===== src/rtl/rst_sync_seq.sv =====
// Reset synchroniser and sequencer: asynchronous assert, synchronous staged release of NUM_OUT resets.
// Optional soft-reset input sw_rst_req is present only when RST_SEQ_SOFT_RST_EN is defined.
module rst_sync_seq #(
    parameter int STAGES  = 2,
    parameter int NUM_OUT = 3,
    parameter int STRETCH = 16,
    parameter int GAP     = 4
) (
    input  logic               clk,
    input  logic               rst_in,
`ifdef RST_SEQ_SOFT_RST_EN
    input  logic               sw_rst_req,
`endif
    output logic [NUM_OUT-1:0] rst_out,
    output logic               rst_done
);

    localparam int MAX_CNT = (STRETCH > GAP) ? STRETCH : GAP;
    localparam int CNT_W   = $clog2(MAX_CNT + 1);
    localparam int IDX_W   = (NUM_OUT > 1) ? $clog2(NUM_OUT) : 1;

    localparam logic [CNT_W-1:0] STRETCH_LAST = CNT_W'(STRETCH - 1);
    localparam logic [CNT_W-1:0] GAP_LAST     = CNT_W'(GAP - 1);
    localparam logic [CNT_W-1:0] CNT_SAT      = CNT_W'(MAX_CNT);
    localparam logic [IDX_W-1:0] LAST_IDX     = IDX_W'(NUM_OUT - 1);
    localparam logic [IDX_W-1:0] FIRST_GAP_IDX = IDX_W'(1);

    typedef enum logic [1:0] {
        ST_ASSERT,
        ST_RELEASE,
        ST_DONE
    } state_t;

    logic soft_req;

`ifdef RST_SEQ_SOFT_RST_EN
    assign soft_req = sw_rst_req;
`else
    assign soft_req = 1'b0;
`endif

    // Synchroniser chain: set asynchronously, drains zeros towards rst_sync.
    logic [STAGES-1:0] sync_reg;
    logic              rst_sync;

    always_ff @(posedge clk or posedge rst_in) begin
        if (rst_in) begin
            sync_reg <= '1;
        end else begin
            sync_reg <= {sync_reg[STAGES-2:0], 1'b0};
        end
    end

    assign rst_sync = sync_reg[STAGES-1];

    state_t             state_reg, state_next;
    logic [CNT_W-1:0]   cnt_reg, cnt_next;
    logic [IDX_W-1:0]   idx_reg, idx_next;
    logic [NUM_OUT-1:0] out_reg, out_next;
    logic               done_reg, done_next;
    logic [NUM_OUT-1:0] release_vec;

    // Per-channel release strobe and next output value. A soft request or
    // the ASSERT state forces every channel back to (or keeps it at) 1.
    genvar gi;
    generate
        for (gi = 0; gi < NUM_OUT; gi++) begin : g_chan
            if (gi == 0) begin : g_first
                assign release_vec[gi] = (state_reg == ST_ASSERT) && !soft_req &&
                                         !rst_sync && (cnt_reg == STRETCH_LAST);
            end else begin : g_rest
                assign release_vec[gi] = (state_reg == ST_RELEASE) && !soft_req &&
                                         (idx_reg == IDX_W'(gi)) && (cnt_reg == GAP_LAST);
            end

            assign out_next[gi] = soft_req ||
                                  ((state_reg == ST_ASSERT) && !release_vec[gi]) ||
                                  (out_reg[gi] && !release_vec[gi]);
        end
    endgenerate

    always_comb begin
        state_next = state_reg;
        cnt_next   = cnt_reg;
        idx_next   = idx_reg;

        case (state_reg)
            ST_ASSERT: begin
                if (rst_sync) begin
                    cnt_next = '0;
                end else if (release_vec[0]) begin
                    cnt_next   = '0;
                    idx_next   = FIRST_GAP_IDX;
                    state_next = (NUM_OUT == 1) ? ST_DONE : ST_RELEASE;
                end else if (cnt_reg != CNT_SAT) begin
                    cnt_next = cnt_reg + 1'b1;
                end
            end
            ST_RELEASE: begin
                if (cnt_reg == GAP_LAST) begin
                    cnt_next = '0;
                    idx_next = idx_reg + 1'b1;
                    if (idx_reg == LAST_IDX) begin
                        state_next = ST_DONE;
                    end
                end else if (cnt_reg != CNT_SAT) begin
                    cnt_next = cnt_reg + 1'b1;
                end
            end
            ST_DONE: begin
                cnt_next = '0;
            end
            default: begin
                state_next = ST_ASSERT;
                cnt_next   = '0;
                idx_next   = '0;
            end
        endcase

        // A soft request restarts the stretch from any state; the sync chain is left alone.
        if (soft_req) begin
            state_next = ST_ASSERT;
            cnt_next   = '0;
            idx_next   = '0;
        end

        done_next = (state_next == ST_DONE);
    end

    always_ff @(posedge clk or posedge rst_in) begin
        if (rst_in) begin
            state_reg <= ST_ASSERT;
            cnt_reg   <= '0;
            idx_reg   <= '0;
            out_reg   <= '1;
            done_reg  <= 1'b0;
        end else begin
            state_reg <= state_next;
            cnt_reg   <= cnt_next;
            idx_reg   <= idx_next;
            out_reg   <= out_next;
            done_reg  <= done_next;
        end
    end

    assign rst_out  = out_reg;
    assign rst_done = done_reg;

endmodule


===== config.mk =====
export PLATFORM = sky130hd
export DESIGN_NAME = rst_sync_seq
export DESIGN_NICKNAME = d
export VERILOG_FILES = /design/src/rtl/rst_sync_seq.sv
export SDC_FILE = /design/constraint.sdc
export NUM_CORES = 1
export LEC_CHECK = 0
export BUFFER_PORTS_ARGS = -buffer_cell sky130_fd_sc_hd__buf_2
export CAP_MARGIN = 20
export CORE_AREA = 5 5 45 47
export CTS_CLUSTER_SIZE = 24
export DETAILED_ROUTE_END_ITERATION = 10
export DIE_AREA = 0 0 50 52
export PLACE_DENSITY = 0.72
export SLEW_MARGIN = 0
export SYNTH_ARGS = -nofsm -noshare
export SYNTH_HDL_FRONTEND = slang
export SYNTH_SLANG_ARGS = --single-unit

===== constraint.sdc =====
create_clock -name clk -period 3.05 [get_ports clk]
set_input_delay 0.305 -clock clk [delete_from_list [all_inputs] [get_ports clk]]
set_output_delay 0.305 -clock clk [all_outputs]
set_load 0.005 [all_outputs]

[Word-level counts from Yosys, hierarchy flattened]
Index checks and enable logic that the tools add are counted.
Word-level totals
  register bits after elaboration: 15
  input port bits: 2
  output and inout bits: 4
  logic and storage cells: 55
Operators by class
  add/subtract/negate cells: 2
  equality and inequality tests: 11
  mux-type cells: 14
  bitwise logic cells: 1
  reductions and logical operators: 21
Operator list (count)
  $mux 5: 4
  $mux 2: 7
  $logic_and 1x1->1: 12
  $pmux 2 s3: 2
  $pmux 5 s2: 1
  $eq 2x2->1 const B: 3
  $add 5x1->5 const B: 1
  $eq 5x2->1 const B: 1
  $eq 5x4->1 const B: 1
  $ne 5x5->1 const B: 1
  $eq 2x1->1 const B: 2
  $logic_not 1->1: 4
  $ne 2x2->1 const B: 2
  $reduce_and 4->1: 1
  $logic_or 1x1->1: 3
  $add 2x1->2 const B: 1
  $logic_not 2->1: 1
  $ne 2x1->1 const B: 1
  $not 1->1: 1

[Logic depth before layout (Yosys ltp)]
  word-level depth: 7
  depth in mapped cells: 6
  depth with buffers taken out: 6

[Least setup slack after synthesis]
OpenSTA, ideal clock, no wires.
  path type: reg-to-reg
  from: register cnt_reg[0]
  to: register idx_reg[1]
  setup time: 0.078 ns
  arrival time: 1.426 ns
  required time: 2.972 ns
  path slack: 1.546 ns
  stages on the path, launching flop included: 7
  path buffers: 0
  clock period less this slack: 1.504 ns
  cell sequence: dfrtp_1 -> ha_1 -> and3_1 -> ha_1 -> nor2b_1 -> a211oi_1 -> o21bai_1
On the way
  cells in the longest elaborated chain, start to end: 4
  elaborated cells between the ends (all ways): 6
  those cells by class: 4 x eq/ne; 2 x reduce/logical
RTL lines
  start, declared: RTL line 57  | logic [CNT_W-1:0] cnt_reg, cnt_next;
  start signal, assigned: RTL line 139  | cnt_reg <= cnt_next;
  $eq 5x4->1: RTL line 70  | !rst_sync && (cnt_reg == STRETCH_LAST);
  $logic_and 1x1->1: RTL line 70
  $ne 2x2->1 (no source line)
  $reduce_and 4->1 (no source line) *
  end signal, assigned: RTL line 140  | idx_reg <= idx_next;
  end, declared: RTL line 58  | logic [IDX_W-1:0] idx_reg, idx_next;
Mark *: on every way between the ends. The rest lies on a longest branch, timed or not.
A chain may end at the register's enable or synchronous reset.

[Final worst setup path]
Same ends and word-level chain as after synthesis.

==> results.json <==
{
  "stdcell_area_um2": 812.0,
  "drv_slew": 0,
  "n_fill_cell": 168,
  "power_switching_mw": 0.07443,
  "ir_drop_v": 0.0002659,
  "ys.flop_type": "dfrtp_1",
  "ys.warnings.count": 0,
  "cp.required_ns": 3.26,
  "period_share_pct": 51.61,
  "n_antenna_cell": 0,
  "swShare_pct": 22.19,
  "synthToLayoutAreaGrowth_pct": 9.259,
  "fin_hold_ws_ns": 0.05812,
  "grt_pass1_wl_um": 1849,
  "synth_area_leaders": "dfrtp_1 34%, dfstp_2 18%, ha_1 8.4%",
  "syn_nets": 71,
  "layout_setup_ws_ns": 1.476,
  "grt_usage_pct": 9.668,
  "netlist_top_cells_count": "10 x dfrtp_1, 7 x inv_1, 6 x nor2_1",
  "die_w_um": 50,
  "rows": 15,
  "rsz0062_at_grt": "no",
  "crit_fanout": 3,
  "hold_viol": 0,
  "start_util_pct": 46.05,
  "async_flop_share_pct": 100.0,
  "r2r_slack_ns": 1.48,
  "gp_congestion": 0.7719,
  "cts.path.max_buffers": 2,
  "max_freq_mhz": 635.3,
  "setup_tns_ns": 0,
  "hold_buffers": 0,
  "synth_top_area_share_pct": 33.67,
  "place_area_um2": 784.5,
  "drive_above_1_share_pct": 25.00,
  "antenna_found_initial": 0,
  "start_kind": "register",
  "status": "finished clean",
  "synth_seq_area_share_pct": 51.35,
  "insertion_delay_ns": 0.27,
  "synth_area_um2": 743.2,
  "arrival_ns": 1.78,
  "layout.nets": 80,
  "finalSetupViolCount": 0,
  "cts_setup_buffers": 0,
  "cts_resized": 0,
  "maxCapViolCount": 0,
  "dieHeight_um": 52,
  "max_slew_margin_pct": 63.29,
  "cts_max_level": 1,
  "cts_tree": "done",
  "firstDrtPassIters": 4,
  "synth_most_common_cell": "dfrtp_1",
  "power_frac_comb_pct": 5.5,
  "yosysUniqueCellTypes": 28,
  "vias_per_cell": 5.146,
  "critPathKind": "reg -> reg",
  "avgSynthCellArea_um2": 11.61,
  "ys_ff_latch": 15,
  "netlist_instances": 64,
  "drcViolationCount": 0,
  "cts-buffers-inserted": 3,
  "io_pins": 6,
  "min_path_type": "in -> async",
  "preCtsSetupSlack_ns": 1.477,
  "cts_sinks": 15,
  "netlist.top_cell.by_area": "dfrtp_1",
  "reg2regPathDepth": 6,
  "overflow": 0,
  "path_clk_slew_ns": 0.09,
  "core_area_mm2": 0.001614,
  "wirelength_um": 1096,
  "end_kind": "register",
  "r2r_end": "idx_reg[1]",
  "r2r-start": "cnt_reg[0]",
  "startpoint": "cnt_reg[0]",
  "root_buffer": "clkbuf_4",
  "p_leak_nw": 0.3696,
  "drt-initial-drc-count": 4,
  "post_drt_wl_per_cell_um": 12.31,
  "powerDensity_mw_per_mm2": 413.1,
  "drtAntennaViolNets": 0,
  "port_buffers": 5,
  "grt_pass1_vias": 452,
  "finClkSkew_ns": 0.003950,
  "num_vias": 458,
  "period_needed_ns": 1.574,
  "power.internal_mw": 0.2610,
  "power.share.sequential_pct": 62.3,
  "die-area_mm2": 0.002600,
  "dpl.cell_count": 85,
  "grt_max_degree": 16,
  "synth_edf_count": 0,
  "largest_reg_flops": 5,
  "clockPowerShare_pct": 32.2,
  "tightestPinTransition_ns": 0.5501,
  "instances_no_fill": 89
}
area by class of cell:
type	count	area, µm²	share of cell area [%]
repair buffers	5	25.02	3.082
clock buffers	3	22.52	2.773
well taps	17	21.27	2.619
inverters	7	26.28	3.236
flip-flops and latches	15	381.6	47.00
clock inverters	1	5.005	0.6163
multi-input cells	41	330.3	40.68
metal layers:
metal	part of all wire, %	GRT usage (%)
met2	51	16.32
met5	0	0
met3	4.3	3.438
met1	45	10.41
met4	0	5.240
power groups by stage:
stage               clock network [mW]  logic, mW  registers [mW]
floorplan                            0     0.0150           0.212
finish                           0.108     0.0184           0.209
global route                     0.130     0.0212           0.210
detailed placement                   0     0.0190           0.213
global placement                     0     0.0186           0.212
CTS                              0.115     0.0189           0.209
layout by cell type (no fill, tap or decap):
| cell | count |
|---|---|
| dfrtp_1 | 10 |
| inv_1 | 7 |
| nor2_1 | 6 |
| ha_1 | 5 |
| buf_2 | 5 |
| dfstp_2 | 5 |
| nand3_1 | 4 |
| nor2b_1 | 3 |
| clkbuf_4 | 3 |
| mux2i_1 | 2 |
| xnor2_1 | 2 |
| a21o_1 | 2 |
| nand2b_1 | 1 |
| nor4b_4 | 1 |
| mux2_4 | 1 |
| a211oi_1 | 1 |
| o21bai_1 | 1 |
| and3_1 | 1 |
| a2bb2oi_2 | 1 |
| and4bb_2 | 1 |
| o211a_1 | 1 |
| xor2_1 | 1 |
| nor3_1 | 1 |
| a21oi_1 | 1 |
| o21ai_0 | 1 |
| nor3b_1 | 1 |
| a31oi_1 | 1 |
| o2bb2ai_1 | 1 |
| clkinv_2 | 1 |
| conb_1 | 1 |
cell families after synthesis:
kind of cell               count (synthesis)  share of synthesized area, %
adders and majority gates                  5                         8.418
other                                      1                        0.5046
DFF                                       15                         51.35
buffers and inverters                      8                         4.209
and+or+nand+nor                           19                         16.50
AOI/OAI and AO/OA                         10                         10.77
xor gates and xnor gates                   3                         3.536
muxes                                      3                         4.713
worst max path at each step:
stage | end | slack (ns)
6_report | idx_reg[1] | 1.48
5_1_grt | idx_reg[1] | 1.39
4_1_cts | idx_reg[1] | 1.46
3_5_place_dp | idx_reg[1] | 1.48
3_3_place_gp | idx_reg[1] | 1.52
2_1_floorplan | idx_reg[1] | 1.55
stage by stage:
stage	utilization (%)	power, mW
finish	50.31	0.3355
global route	50.31	0.3605
CTS	50.31	0.3429
detailed placement	48.60	0.2315
global placement	48.60	0.2310
floorplan	-	0.2267
critical path, cell delays in order (launching register included):
cell	delay (ns)
dfrtp_1	0.40
ha_1	0.24
and3_1	0.19
ha_1	0.19
nor2b_1	0.15
a211oi_1	0.21
o21bai_1	0.13
No activity file was read; power rests on OpenSTA's default activity.
